<file path="src/rtl/alu_responder.sv">
// Handshaked ALU responder: single-cycle add/and/or/not/pass and a WIDTH-cycle shift-add multiply.
// Define ALU_FLAGS_EN to add the registered rsp_zero / rsp_carry result flags.
module alu_responder #(
  parameter int WIDTH = 8
) (
  input  logic             clk,
  input  logic             rst_n,
  input  logic             req_valid,
  output logic             req_ready,
  input  logic [2:0]       req_op,
  input  logic [WIDTH-1:0] req_a,
  input  logic [WIDTH-1:0] req_b,
  output logic             rsp_valid,
  input  logic             rsp_ready,
  output logic [WIDTH-1:0] rsp_data,
  output logic             busy
`ifdef ALU_FLAGS_EN
  ,
  output logic             rsp_zero,
  output logic             rsp_carry
`endif
);

  localparam int CNT_W = (WIDTH > 1) ? $clog2(WIDTH) : 1;
`ifdef ALU_FLAGS_EN
  // Full-width product is kept so the carry flag can see bits above WIDTH-1.
  localparam int ACC_W = 2 * WIDTH;
`else
  localparam int ACC_W = WIDTH;
`endif
  localparam logic [2:0]       OP_ADD   = 3'b000;
  localparam logic [2:0]       OP_MUL   = 3'b001;
  localparam logic [CNT_W-1:0] CNT_LAST = CNT_W'(WIDTH - 1);

  typedef enum logic [1:0] {
    IDLE = 2'd0,
    MUL  = 2'd1,
    DONE = 2'd2
  } state_t;

  state_t           state;
  logic [WIDTH-1:0] op_a;
  logic [WIDTH-1:0] op_b;
  logic [ACC_W-1:0] acc;
  logic [ACC_W-1:0] mul_next;
  logic [CNT_W-1:0] cnt;
  logic [WIDTH-1:0] alu_res;

  function automatic logic [WIDTH-1:0] alu_eval(input logic [2:0]       op,
                                                input logic [WIDTH-1:0] a,
                                                input logic [WIDTH-1:0] b);
    logic [WIDTH-1:0] r;
    case (op)
      3'b000:  r = a + b;
      3'b010:  r = a & b;
      3'b011:  r = a | b;
      3'b100:  r = ~a;
      default: r = a;
    endcase
    return r;
  endfunction

`ifdef ALU_FLAGS_EN
  function automatic logic add_carry(input logic [WIDTH-1:0] a, input logic [WIDTH-1:0] b);
    logic [WIDTH:0] s;
    s = {1'b0, a} + {1'b0, b};
    return s[WIDTH];
  endfunction
`endif

  assign req_ready = (state == IDLE);
  assign alu_res   = alu_eval(req_op, req_a, req_b);
  // One partial product per cycle: operand a weighted by bit cnt of operand b.
  assign mul_next  = acc + (op_b[cnt] ? (ACC_W'(op_a) << cnt) : '0);

  always_ff @(posedge clk or negedge rst_n) begin
    if (!rst_n) begin
      state     <= IDLE;
      op_a      <= '0;
      op_b      <= '0;
      acc       <= '0;
      cnt       <= '0;
      rsp_valid <= 1'b0;
      rsp_data  <= '0;
      busy      <= 1'b0;
`ifdef ALU_FLAGS_EN
      rsp_zero  <= 1'b0;
      rsp_carry <= 1'b0;
`endif
    end else begin
      case (state)
        IDLE: begin
          if (req_valid) begin
            op_a <= req_a;
            op_b <= req_b;
            busy <= 1'b1;
            if (req_op == OP_MUL) begin
              acc   <= '0;
              cnt   <= '0;
              state <= MUL;
            end else begin
              rsp_data  <= alu_res;
              rsp_valid <= 1'b1;
              state     <= DONE;
`ifdef ALU_FLAGS_EN
              rsp_zero  <= (alu_res == '0);
              rsp_carry <= (req_op == OP_ADD) && add_carry(req_a, req_b);
`endif
            end
          end
        end
        MUL: begin
          acc <= mul_next;
          cnt <= cnt + 1'b1;
          if (cnt == CNT_LAST) begin
            rsp_data  <= mul_next[WIDTH-1:0];
            rsp_valid <= 1'b1;
            state     <= DONE;
`ifdef ALU_FLAGS_EN
            rsp_zero  <= (mul_next[WIDTH-1:0] == '0);
            rsp_carry <= |mul_next[ACC_W-1:WIDTH];
`endif
          end
        end
        DONE: begin
          // Returning to IDLE here blocks acceptance on this same edge.
          if (rsp_ready) begin
            rsp_valid <= 1'b0;
            busy      <= 1'b0;
            state     <= IDLE;
          end
        end
        default: begin
          state     <= IDLE;
          rsp_valid <= 1'b0;
          busy      <= 1'b0;
        end
      endcase
    end
  end

endmodule

</file>
<file path="config.mk">
export PLATFORM = sky130hd
export DESIGN_NAME = alu_responder
export DESIGN_NICKNAME = d
export VERILOG_FILES = /design/src/rtl/alu_responder.sv
export SDC_FILE = /design/constraint.sdc
export NUM_CORES = 1
export LEC_CHECK = 0
export ABC_AREA = 1
export CORE_UTILIZATION = 61
export CTS_CLUSTER_SIZE = 12
export DETAILED_ROUTE_END_ITERATION = 10
export PLACE_DENSITY_LB_ADDON = 0.15
export SYNTH_ARGS = -nofsm -noshare
export SYNTH_HDL_FRONTEND = slang
export SYNTH_SLANG_ARGS = --single-unit
</file>
<file path="constraint.sdc">
create_clock -name clk -period 3.9 [get_ports clk]
set_clock_uncertainty 0.2 [all_clocks]
set_input_delay 0.78 -clock clk [delete_from_list [all_inputs] [get_ports clk]]
set_output_delay 0.78 -clock clk [all_outputs]
set_load 0.01 [all_outputs]
</file>
==> results.txt <==
- Syn Inst Count: 414
- The floorplan has 24 rows.
* Worst EP arrival: roughly 3.1 ns
- For this configuration, the core starts out at a cell density of 0.655.
- Routed WL: 7500 um
* Leakage dissipation: between 1.5 and 2 nW
- Width of the die: between 70 and 80 um
- Average wire per standard cell: ~15 um
- The worst setup path is launched from a flip-flop.
- Die height: approximately 71 um
- In this run the power density over the cells is slightly below 700 mW/mm^2.
* Syn Nets: 464
- For this run, design rule violations remaining after detail routing come to 0.
- Number of distinct standard cells referenced by the synthesized netlist: between 40 and 50
- The final number of max-transition violations was 0.
- Clock tree from TritonCTS: done
* Fraction of power consumed by combinational cells: 0.533
- Outcome: completed
- Core Area: around 0.0045 sq mm
* Clock latency on the worst-skew pair: 0.30 ns
- For this design the total switching power over the nets is 1.06 mW.
- Once detail routing completed, the nets flagged for antenna violations numbered 0.
- A synthesized cell averages 7.08 sq um.
- In the post-synthesis netlist, the biggest area contributors are dfrtp_1 (33%), nand2_1 (14%), ha_1 (11%), inv_1 (7.7%), o21ai_0 (7.3%).
* Final-layout fill cell count: approximately 350
- Most used DFF post-synth: dfrtp_1
* Class of the worst hold path: reg -> reg
- Setup violations remaining at the end of the flow were counted as 0.
- Detailed placement finished with a half-perimeter wire length of approximately 5600 um.
* Largest net degree at the start of global routing: 40
* Violation count after the first detailed-routing iteration: ~250
- Of the cells placed in the final design, the portion with a size suffix greater than 1 is 0.0516.
- The placed instances occupy a cell area of ~0.0033 sq mm.
- The critical path is of the reg -> reg type.
- Number of buffer cells added on primary ports: 33
- For this run, the number of Yosys warnings is 0.
- Number of levels in the clock H-tree: 2
- Of the total synthesized cell area, the portion taken by full adders, half adders and majority gates is 0.120.
- After synthesis the netlist holds a flip-flop and latch count of 39.
- Fraction of synthesized area in multiplexers: 0.00342
- Overflow left after global routing: 0
- Sequential-to-total area share from yosys stat: 0.333
- In the finished design, the share of the clock period the worst path needs comes to 0.805.
* First-pass GRT wire length: 12500 um
* Xor and xnor area share after synthesis: 0.00598
- The worst setup path is captured at a flip-flop.
- After clock tree synthesis, the clock-pin slew on the worst setup and hold paths is 0.08 ns.
- Of the total power, the clock network draws 0.148.
* Via count of the first global-routing pass: between 2000 and 3000
- 0 antenna diodes ended up in the layout.
- Buffers inserted to repair hold after CTS numbered 0.
* Hold Violations, Final: 0
* Pre-antenna DRT Iters: 6
- Post-route cell area: about 0.0034 sq mm
* Dominant combinational cell family by area after synthesis: simple AND/OR/NAND/NOR gates
* Cell taking the most area after synthesis: dfrtp_1
* Number of sinks on the clock net: 39
- Vias/cell: about 5.8
- Met1 layer usage reported by global route: 0.416
* Met3 track utilization from global routing: 0.0520
- Most used cells in the layout excluding fill and tap cells: nand2_1 (112), inv_1 (60), o21ai_0 (43), dfrtp_1 (39), nand3_1 (33)
- For this run, global-route usage on met2 was measured as 0.533.
- The initial antenna violation count came to 0.
* Number of buffers on the longest clock path: 2
- After routing, the total negative slack on setup checks comes to 0 ns.
- P&R area growth vs syn: 15.7%
* Worst Tran Pin Value: 0.855 ns
- Routing layer with the top usage in global route: met2
* Simple-Gate Fraction of Synth Area: 0.258
* Most common cell after layout, fill and taps aside: nand2_1
* Cell Area, Synth: 0.00293 sq mm
- Setup repair after global routing missed its margin: no
* Post-CTS Setup Inserts: 0
- The worst-case IR drop observed on VDD is 0.542 mV.
- Crit path time final: between 3 and 4 ns
- Ports: 34
- Via count of the routed design: approximately 2900
- The share of total power dissipated in sequential elements is 0.319.
- Static timing analysis puts the maximum clock frequency at approximately 0.32 GHz.
- Max Cap Violations: 0
- Of all nets on the critical path, the largest fanout is 14.
- The post-synthesis compound-gate area fraction is 0.176.
- Full die area: between 0.005 and 0.006 sq mm
- The share of synthesized area in the top cell type comes to 0.333.
- Count of flip-flops with a built-in enable after synthesis: 0
- Total track usage: 0.318
- Data required time of the critical path: between 3 and 4 ns
- Of the total power, the share spent switching nets is 0.457.
- Final net count: 495
- Counting the buffers created by CTS gives 5.
- The congestion estimate from routability-driven global placement came to ~0.95.
- The worst pin sits at a relative slew slack of 0.428.
- Post-cts repair resize count: 0
- Async SR Flop Fraction: 1.00
- Internal power contribution: around 1.3 mW
* Clock Root Buffer: clkbuf_8
[routing by layer]
layer | up-vias | share of wire
met4 | 0 | 0.027
met5 | - | 0
met2 | 122 | 0.47
met3 | 26 | 0.064
li1 | 1414 | -
met1 | 1318 | 0.44
[worst max-delay path, cell delays in order, from the launching register on]
cell	delay (ns)
dfrtp_1	0.53
inv_1	0.37
nand2_1	0.11
nand3_1	0.09
nand2_1	0.06
nand2_1	0.14
nor2_1	0.06
ha_1	0.21
fa_1	0.41
nand2_1	0.09
inv_1	0.05
o21ai_0	0.14
nand2_1	0.09
o21ai_0	0.21
nand2_1	0.09
inv_1	0.09
a21boi_1	0.06
[synthesized netlist by cell type (2+ instances only)]
master / count
buf_2: 2
o22ai_1: 8
clkbuf_1: 6
a21oi_1: 21
or2_2: 2
o311ai_0: 2
nand4_1: 2
dfrtp_1: 39
nand2_1: 112
ha_1: 25
fa_1: 2
nor2_2: 2
nor2_1: 19
xnor2_1: 2
inv_2: 4
o21ai_0: 43
o31ai_1: 2
o211ai_1: 2
nor3_1: 6
inv_1: 60
nand3_1: 33
[final cells by class]
cell class,count,area [sq um],share of cell area
Multi-Input combinational cell,299,1650,0.487
Sequential cell,39,976,0.288
Timing Repair Buffer,34,333,0.0982
Inverter,66,250,0.0739
Clock buffer,5,68.8,0.0203
Tap cell,52,65.1,0.0192
Clock inverter,3,43.8,0.0129
[state kept, by name, indices dropped and copies added, names as in the netlist]
register	count
state	2
rsp_data	8
rsp_valid	1
cnt	3
op_b	8
busy	1
acc	8
op_a	8
[through the flow]
stage               instances  hold slack, ns  utilization  total power, mW  setup slack [ns]
global placement          490           0.265        0.732             1.90             0.823
detailed placement        490           0.274        0.732             1.95             0.792
finish                    498           0.293        0.757             2.32             0.761
CTS                       498           0.292        0.757             2.30             0.792
floorplan                 414           0.253            -             1.58              1.39
global route              498           0.316        0.757             2.51             0.424
[power groups by stage]
| stage | Combinational [mW] | Sequential, mW | Clock [mW] |
|---|---|---|---|
| detailed placement | 1.21 | 0.737 | 0 |
| global route | 1.39 | 0.757 | 0.359 |
| CTS | 1.23 | 0.733 | 0.344 |
| finish | 1.24 | 0.738 | 0.343 |
| global placement | 1.17 | 0.734 | 0 |
| floorplan | 0.878 | 0.703 | 0 |
[cells by family after synthesis]
group | Yosys count
adder cells (fa/ha/maj) | 27
buffers and inverters | 76
multiplexers | 1
AO/OA/AOI/OAI | 89
AND/OR/NAND/NOR | 180
flip-flops | 39
XOR/XNOR | 2
[worst paths after layout]
kind                                              start                       to  slack, ns  cells after the start
worst max-delay path                 cnt[0]$_DFFE_PN0P_  rsp_data[4]$_DFFE_PN0P_       0.76                     16
max in group asynchronous                         rst_n      op_a[5]$_DFFE_PN0P_       2.57                      1
worst min register to register  rsp_data[5]$_DFFE_PN0P_  rsp_data[5]$_DFFE_PN0P_       0.29                      2
min in group asynchronous                         rst_n      op_b[0]$_DFFE_PN0P_       0.39                      1
worst max register to register       cnt[0]$_DFFE_PN0P_  rsp_data[4]$_DFFE_PN0P_       0.76                     16
worst min-delay path            rsp_data[5]$_DFFE_PN0P_  rsp_data[5]$_DFFE_PN0P_       0.29                      2
(Power assumes the default switching activity.)
